$ cat src/rtl/dot_matrix_scheduler.sv
//==============================================================================
// Module   : dot_matrix_scheduler
// Purpose  : Row-scan scheduler for an 8x8 LED dot matrix composed of two
//            layers (l0 = obstacles, l1 = player). For each row it fetches
//            both layers, shows their OR for DWELL cycles, then blanks for
//            one cycle before moving on to the next row.
// Ports    : clk, reset (async, active-low)
//            enable        - scan runs while high; a drop takes effect at BLANK
//            fetch_req     - level request to both layers for row scan_row
//            scan_row[2:0] - row being fetched / shown
//            l0_data/l1_data[7:0], l0_valid/l1_valid - layer responses
//            row[7:0]      - active-low one-hot row drive (8'hFF = all off)
//            col[7:0]      - active-high column drive
//            frame_done    - one-cycle pulse in the BLANK after row 7
//            stale         - sticky: a layer fetch timed out
//            clear         - synchronous clear of sticky flags
//            collision     - (COLLISION_DETECT_EN only) sticky layer overlap
// Config   : define COLLISION_DETECT_EN to add the collision output.
// Revision : 1.0 - initial release
//==============================================================================
`timescale 1ns/1ps
`default_nettype none

module dot_matrix_scheduler #(
  parameter int DWELL   = 50000,
  parameter int TIMEOUT = 16
) (
  input  logic       clk,
  input  logic       reset,
  input  logic       enable,
  output logic       fetch_req,
  output logic [2:0] scan_row,
  input  logic [7:0] l0_data,
  input  logic [7:0] l1_data,
  input  logic       l0_valid,
  input  logic       l1_valid,
  output logic [7:0] row,
  output logic [7:0] col,
  output logic       frame_done,
  output logic       stale,
  input  logic       clear
`ifdef COLLISION_DETECT_EN
  , output logic     collision
`endif
);

  localparam int DW = $clog2(DWELL + 1);
  localparam int TW = $clog2(TIMEOUT + 1);

  localparam logic [1:0] IDLE  = 2'd0;
  localparam logic [1:0] FETCH = 2'd1;
  localparam logic [1:0] SHOW  = 2'd2;
  localparam logic [1:0] BLANK = 2'd3;

  logic [1:0]    state;
  logic [7:0]    l0_lat, l1_lat;
  logic          got0, got1;
  logic [TW-1:0] fetch_cnt;
  logic [DW-1:0] dwell_cnt;

  // A layer is captured only on its first valid of the current fetch; later
  // valids in the same fetch and any valid outside FETCH are ignored.
  logic       take0, take1;
  logic       got0_next, got1_next;
  logic [7:0] l0_next, l1_next;
  logic       both_next;
  logic       fetch_timeout;
  logic       fetch_exit;
  logic       dwell_last;
  logic [7:0] show_row;

  assign take0     = (state == FETCH) && l0_valid && !got0;
  assign take1     = (state == FETCH) && l1_valid && !got1;
  assign got0_next = got0 | take0;
  assign got1_next = got1 | take1;
  assign l0_next   = take0 ? l0_data : l0_lat;
  assign l1_next   = take1 ? l1_data : l1_lat;
  assign both_next = got0_next & got1_next;

  // fetch_cnt counts completed FETCH cycles, so the TIMEOUT-th cycle is the last.
  assign fetch_timeout = (fetch_cnt == TW'(TIMEOUT - 1));
  assign fetch_exit    = (state == FETCH) && (both_next || fetch_timeout);
  assign dwell_last    = (dwell_cnt == DW'(DWELL - 1));
  assign show_row      = ~(8'd1 << scan_row);

  always_ff @(posedge clk or negedge reset) begin
    if (!reset) begin
      state      <= IDLE;
      scan_row   <= 3'd0;
      row        <= 8'hFF;
      col        <= 8'h00;
      fetch_req  <= 1'b0;
      frame_done <= 1'b0;
      l0_lat     <= 8'h00;
      l1_lat     <= 8'h00;
      got0       <= 1'b0;
      got1       <= 1'b0;
      fetch_cnt  <= '0;
      dwell_cnt  <= '0;
    end else begin
      frame_done <= 1'b0;
      case (state)
        IDLE: begin
          row       <= 8'hFF;
          col       <= 8'h00;
          fetch_req <= 1'b0;
          if (enable) begin
            state     <= FETCH;
            fetch_req <= 1'b1;
            l0_lat    <= 8'h00;
            l1_lat    <= 8'h00;
            got0      <= 1'b0;
            got1      <= 1'b0;
            fetch_cnt <= '0;
          end
        end
        FETCH: begin
          l0_lat <= l0_next;
          l1_lat <= l1_next;
          got0   <= got0_next;
          got1   <= got1_next;
          if (fetch_exit) begin
            // An unfetched layer still holds the 8'h00 loaded on FETCH entry.
            state     <= SHOW;
            fetch_req <= 1'b0;
            row       <= show_row;
            col       <= l0_next | l1_next;
            dwell_cnt <= '0;
          end else begin
            fetch_cnt <= fetch_cnt + TW'(1);
          end
        end
        SHOW: begin
          if (dwell_last) begin
            state      <= BLANK;
            row        <= 8'hFF;
            col        <= 8'h00;
            frame_done <= (scan_row == 3'd7);
          end else begin
            dwell_cnt <= dwell_cnt + DW'(1);
          end
        end
        BLANK: begin
          scan_row <= scan_row + 3'd1;
          if (enable) begin
            state     <= FETCH;
            fetch_req <= 1'b1;
            l0_lat    <= 8'h00;
            l1_lat    <= 8'h00;
            got0      <= 1'b0;
            got1      <= 1'b0;
            fetch_cnt <= '0;
          end else begin
            state <= IDLE;
          end
        end
        default: state <= IDLE;
      endcase
    end
  end

  // Sticky flags: a set event in the same cycle as clear wins.
  logic stale_set;
  assign stale_set = fetch_exit && !both_next;

  always_ff @(posedge clk or negedge reset) begin
    if (!reset) begin
      stale <= 1'b0;
    end else begin
      stale <= stale_set | (stale & ~clear);
    end
  end

`ifdef COLLISION_DETECT_EN
  logic coll_set;
  assign coll_set = fetch_exit && ((l0_next & l1_next) != 8'h00);

  always_ff @(posedge clk or negedge reset) begin
    if (!reset) begin
      collision <= 1'b0;
    end else begin
      collision <= coll_set | (collision & ~clear);
    end
  end
`endif

endmodule

`default_nettype wire

$ cat config.mk
export PLATFORM = sky130hd
export DESIGN_NAME = dot_matrix_scheduler
export DESIGN_NICKNAME = d
export VERILOG_FILES = /design/src/rtl/dot_matrix_scheduler.sv
export SDC_FILE = /design/constraint.sdc
export NUM_CORES = 1
export LEC_CHECK = 0
export CAP_MARGIN = 25
export CORE_MARGIN = 1.5
export CORE_UTILIZATION = 46
export DETAILED_ROUTE_END_ITERATION = 10
export PLACE_DENSITY = 0.68
export SYNTH_ARGS = -nofsm -noshare
export SYNTH_HDL_FRONTEND = slang
export SYNTH_SLANG_ARGS = --single-unit
$ cat constraint.sdc
create_clock -name clk -period 2.8 [get_ports clk]
set_input_delay 0.42 -clock clk [delete_from_list [all_inputs] [get_ports clk]]
set_output_delay 0.42 -clock clk [all_outputs]
set_load 0.1 [all_outputs]
; ---- Yosys cells after proc, flatten, opt, wreduce, memory -nomap -nowiden
; Cells that the tools add are included.
[word_totals]
register_bits = 63
in_bits = 22
wordCells = 91
[classes]
addsub = 3
n_eq_ne = 13
shift = 1
muxes = 31
bitwise_logic = 8
reduce_logical = 22
[ops]
columns = cell, n
row1 = 8-bit two-way mux, 7
row2 = 8-bit one-hot mux with 3 select lines, 2
row3 = 16-bit two-way mux, 2
row4 = 16-bit one-hot mux with 2 select lines, 1
row5 = 8-bit one-hot mux with 2 select lines, 2
row6 = 16-bit by 1-bit adder with 16-bit output (second input constant), 1
row7 = 16-bit equality test (second input constant), 1
row8 = 3-bit AND reduction, 5
row9 = 2-bit inequality test (second input constant), 6
row10 = 5-bit two-way mux, 2
row11 = 5-bit one-hot mux with 2 select lines, 1
row12 = 8-bit NOT, 1
row13 = 8-bit OR, 1
row14 = 2-bit one-hot mux with 4 select lines, 1
row15 = 1-bit by 3-bit << shifter with 8-bit output (first input constant), 1
row16 = 1-bit two-way mux, 7
row17 = 1-bit logical AND, 6
row18 = 2-bit two-way mux, 3
row19 = 3-bit nonzero test, 2
row20 = 5-bit by 1-bit adder with 5-bit output (second input constant), 1
row21 = 5-bit by 4-bit equality test with 1-bit output (second input constant), 1
row22 = 2-bit equality test (second input constant), 2
row23 = 1-bit one-hot mux with 2 select lines, 2
row24 = 2-bit nonzero test, 2
row25 = other kinds (13), 18

; ---- Longest topological paths before layout
[depth]
word_depth = 9
ltp_mapped = 10
depth_no_buf = 8

; ---- Least setup slack after synthesis
; No wires, ideal clock.
[synth_path]
path_type = reg2reg
from = reg state[1]
to = reg col[4]
setup_ps = 122
arrival_time_ps = 1964
required_time_ps = 2678
path_slack_ps = 714
path_stages_with_launch = 10
n_path_buf = 3
cell_sequence = dfrtp_1 -> inv_1 -> ha_1 -> clkbuf_1 -> nor2b_1 -> and2_1 -> clkbuf_1 -> or3_4 -> buf_6 -> a22o_1
[synth_between]
elab_chain_cells = 9
word_cells_on_any_way = 21
classes_between = eq/ne (4) / mux (4) / bitwise (4) / reduce/logical (9)
[synth_lines]
columns = item, line
row1 = from (decl), 55  ; logic [1:0] state;
row2 = from (signal assigned), 88  ; state <= IDLE;
row3 = from (signal assigned), 108  ; state <= FETCH;
row4 = from (signal assigned), 124  ; state <= SHOW;
row5 = 2-bit by 1-bit equality test with 1-bit output, -
row6 = 1-bit logical AND (on tied branches) (2 in a row), "72, 73"
row7 = 1-bit OR (on tied branches), "74, 75"
row8 = 1-bit AND, 78  ; assign both_next = got0_next & got1_next;
row9 = 1-bit logical OR, 82  ; assign fetch_exit = (state == FETCH) && (both_next || fetch_timeout);
row10 = 1-bit logical AND, 82
row11 = 2-bit inequality test (no source line), -
row12 = 3-bit AND reduction (no source line), -
row13 = to (signal assigned), 127  ; col <= l0_next | l1_next;
row14 = to (decl), 38  ; output logic [7:0] col,
; Several ways; a longest one is shown, not always the timed one. The select of a mux whose other input is x is not followed.
; A chain may end at the register's enable or synchronous reset.

; ---- Final worst setup path
[layout_path]
from = reg state[0]
to = reg dwell_cnt[15]
[layout_between]
elab_chain_cells = 9
word_cells_on_any_way = 16
classes_between = eq/ne (4) / mux (1) / bitwise (3) / reduce/logical (8)
[layout_lines]
columns = item, line
row1 = 2-bit by 1-bit equality test with 1-bit output, -
row2 = 1-bit logical AND (on tied branches) (2 in a row), "72, 73"
row3 = 1-bit OR (on tied branches), "74, 75"
row4 = 1-bit AND, 78
row5 = 1-bit logical OR, 82
row6 = 1-bit logical AND, 82
row7 = 2-bit inequality test (no source line), -
row8 = 3-bit AND reduction (no source line), -
row9 = to (signal assigned), 140  ; dwell_cnt <= dwell_cnt + DW'(1);
row10 = to (decl), 59  ; logic [DW-1:0] dwell_cnt;
; Several ways; a longest one is shown, not always the timed one.

==> flow_summary.toml <==
[cells_and_area]
instances_no_fill = 502
nFillCells = 654
drive_gt1_share_pct = 14.29
layout.area.seq_um2 = 1587
multi_input_area_um2 = 1604
num-nets-final = 439
area_delta_synth_final_pct = 18.58
antennaDiodeCount = 0

[routing]
antenna_left = 0
routed_via_density = 5.526
first_pass_iters = 5
routedWlPerCell_um = 15.10
drt_iter0_markers = 131
wl_mm = 7.582
via_count = 2774
drcViolationCount = 0

[floorplanning]
dieArea_um2 = 7814
ios = 44
die_h_um = 88.40
rows = 30
core_area_um2 = 6907
initial_core_util_pct = 48.57
die_w_um = 88.40

[timing]
clock_skew_ns = 0.006506
final_hold_viol_count = 0
rsz0062_at_grt = "false"
fin_tns_setup_ns = 0
max_freq_mhz = 423.4
tightestPinTransition_ns = 0.8575
finalSetupViolations = 0
max_slew_margin_pct = 42.84
period_minus_slack_ns = 2.362
slew_viol_final = 0
finalCritPeriodShare_pct = 84.35

[clock_tree]
clock_sinks = 63
tritoncts = "yes"
clockBufferDepth = 2
clock_latency_ns = 0.33
cts_root_buf = "clkbuf_8"
h-tree-depth = 3
cts.clk_slew.worst_paths_ns = 0.07
holdBufCountCts = 0
cts_made_buffers = 9

[worst_setup_path]
end_kind = "flop"
crit_type = "flop to flop"
r2r-end = "dwell_cnt[15]"
critPathLaunchType = "flop"
regToRegSetupSlack_ns = 0.44
required_ns = 3.05
crit_arrival_ns = 2.61
cp_max_fo = 11
r2r_start = "state[0]"
r2r_cells = 7

[power]
static-leakage-power_nw = 1.806
ir_drop_v = 0.0003806
powerDensity_nw_per_um2 = 1105

[yosys]
syn_avg_cell_area_um2 = 9.241
synth_top_area_share_pct = 41.03
synth_top_cell_by_area = "dfrtp_1"
ys_types = 45
ys_seq_area_share_pct = 47.30
syn-cell-area_um2 = 3354
syn_inst = 363
syn_nets = 401
synthTopCellsByArea = "dfrtp_1 41%, nand2_1 9.1%, dfstp_2 6.3%"
ys_warn_count = 0
synth-seq-cells = 63

[worst_hold_path]
min_path_type = "input port to asynchronous set/reset pin"

[placement]
routabilityCongestion = 0.8603
portBuffers = 43
dp_cells = 486
hpwlAfterDp_mm = 5.318

[grt]
grt_pass1_vias = 2553
grt-ovfl-total = 0
grt_pass1_wl_mm = 12.72
grt_usage_pct = 21.22
grt_max_degree = 37
antenna_found_initial = 0

[run_status]
status = "finished clean"

[flow_run]
drv_cap = 0
stage by stage:
step	power, mW	setup slack [ns]	util (%)	area (um2)	hold slack, ns
3_5_place_dp	3.644	0.3369	54.80	3785	0.4518
6_report	4.395	0.4382	57.59	3978	0.1244
3_3_place_gp	3.616	0.4240	54.80	3785	0.4513
5_1_grt	4.720	0.1361	57.59	3978	0.1667
4_1_cts	4.423	0.3374	57.55	3975	0.1444
2_1_floorplan	3.150	0.7138	-	3354	0.1244
synthesized netlist by cell type:
master	number
a211oi_1	1
a21o_1	4
a21oi_1	9
a22o_1	9
a22oi_1	4
a31oi_1	9
a32o_1	1
a32oi_1	2
a41oi_4	1
and2_1	3
and3_1	4
and3b_1	1
and4_1	4
and4bb_2	2
buf_2	7
buf_6	3
clkbuf_1	11
dfrtp_1	55
dfstp_2	8
ha_1	16
inv_1	15
mux2i_1	3
nand2_1	81
nand3_1	14
nand3b_1	2
nand4_1	13
nand4b_1	1
nor2_1	11
nor2b_1	4
nor3_1	5
nor4b_4	1
o211ai_1	2
o21a_1	1
o21ai_0	37
o21ba_2	1
o221ai_1	1
o22a_1	1
o22ai_1	1
o2bb2ai_1	1
o31ai_1	5
o41ai_1	4
or2_2	1
or3_1	2
or3_4	1
xor2_1	1
worst max-delay path by stage:
| stage | from | to | cells after the start |
|---|---|---|---|
| after floorplan | state[1] | col[4] | 9 |
| after global placement | state[0] | dwell_cnt[15] | 7 |
| after detailed placement | state[0] | dwell_cnt[15] | 7 |
| after CTS | state[0] | dwell_cnt[15] | 7 |
| after global routing | state[0] | dwell_cnt[12] | 6 |
| final | state[0] | dwell_cnt[15] | 7 |
logic make-up (layout without fill, tap and decap cells):
logic type	count (synthesis)	count (layout)	synth area share, %
DFF	63	63	47.30
muxes	3	3	0.8952
adders and majority gates	16	16	5.968
xor gates and xnor gates	1	1	0.2611
AOI/OAI and AO/OA	94	94	18.65
and+or+nand+nor	150	150	21.97
buffers and inverters	36	79	4.961
repair_timing:
item	4_1_cts	5_1_grt
gates resized for setup	0	1
buffers inserted	0	0
setup endpoints to repair	0	1
per-layer routing:
metal / global-route usage, % / routed length, um / vias to the layer above
met5: 0 / 0 / -
met4: 7.670 / 101 / 0
met3: 3.265 / 413 / 8
met2: 31.71 / 3334 / 84
met1: 31.29 / 3732 / 1313
li1: - / - / 1369
worst max-delay path, cell delays in order (launching register included):
cell     delay [ns]
dfrtp_1        0.43
inv_1          0.21
ha_2           0.34
inv_1          0.22
a41oi_4        0.35
nand2_1        0.28
or3_1          0.37
o21ai_0        0.08
registers in the layout (all words and copies together), names as in the netlist:
signal      cells
fetch_req       1
stale           1
dwell_cnt      16
got0            1
row             8
got1            1
frame_done      1
l1_lat          8
col             8
l0_lat          8
scan_row        3
fetch_cnt       5
state           2
final cells by class:
| type | count | area share [%] |
|---|---|---|
| inverters | 15 | 1.416 |
| well taps | 96 | 3.020 |
| multi-input cells | 264 | 40.33 |
| clock buffers | 12 | 3.649 |
| repair buffers | 48 | 10.57 |
| clock inverters | 4 | 1.132 |
| flip-flops and latches | 63 | 39.89 |
power by group:
| part | switching, mW | total, mW | internal (mW) |
|---|---|---|---|
| logic | 1.62 | 2.25 | 0.622 |
| registers | 0.193 | 1.37 | 1.18 |
| clock network | 0.345 | 0.777 | 0.432 |
| total | 2.16 | 4.40 | 2.23 |
cells in the final DEF (no fill, tap or decap), drive strengths merged, types with 4 or more instances in the layout:
cell type / n
inv: 15
nor2b: 4
and4: 4
o31ai: 5
a21oi: 9
nand3: 14
nand2: 81
o41ai: 4
a22o: 9
o21ai: 37
and3: 4
buf: 28
nor3: 5
a21o: 4
dfstp: 8
dfrtp: 55
nor2: 11
clkbuf: 12
clkdlybuf4s50: 20
a22oi: 4
ha: 16
a31oi: 9
nand4: 13
Note: power is estimated with default switching activity, not from simulation.
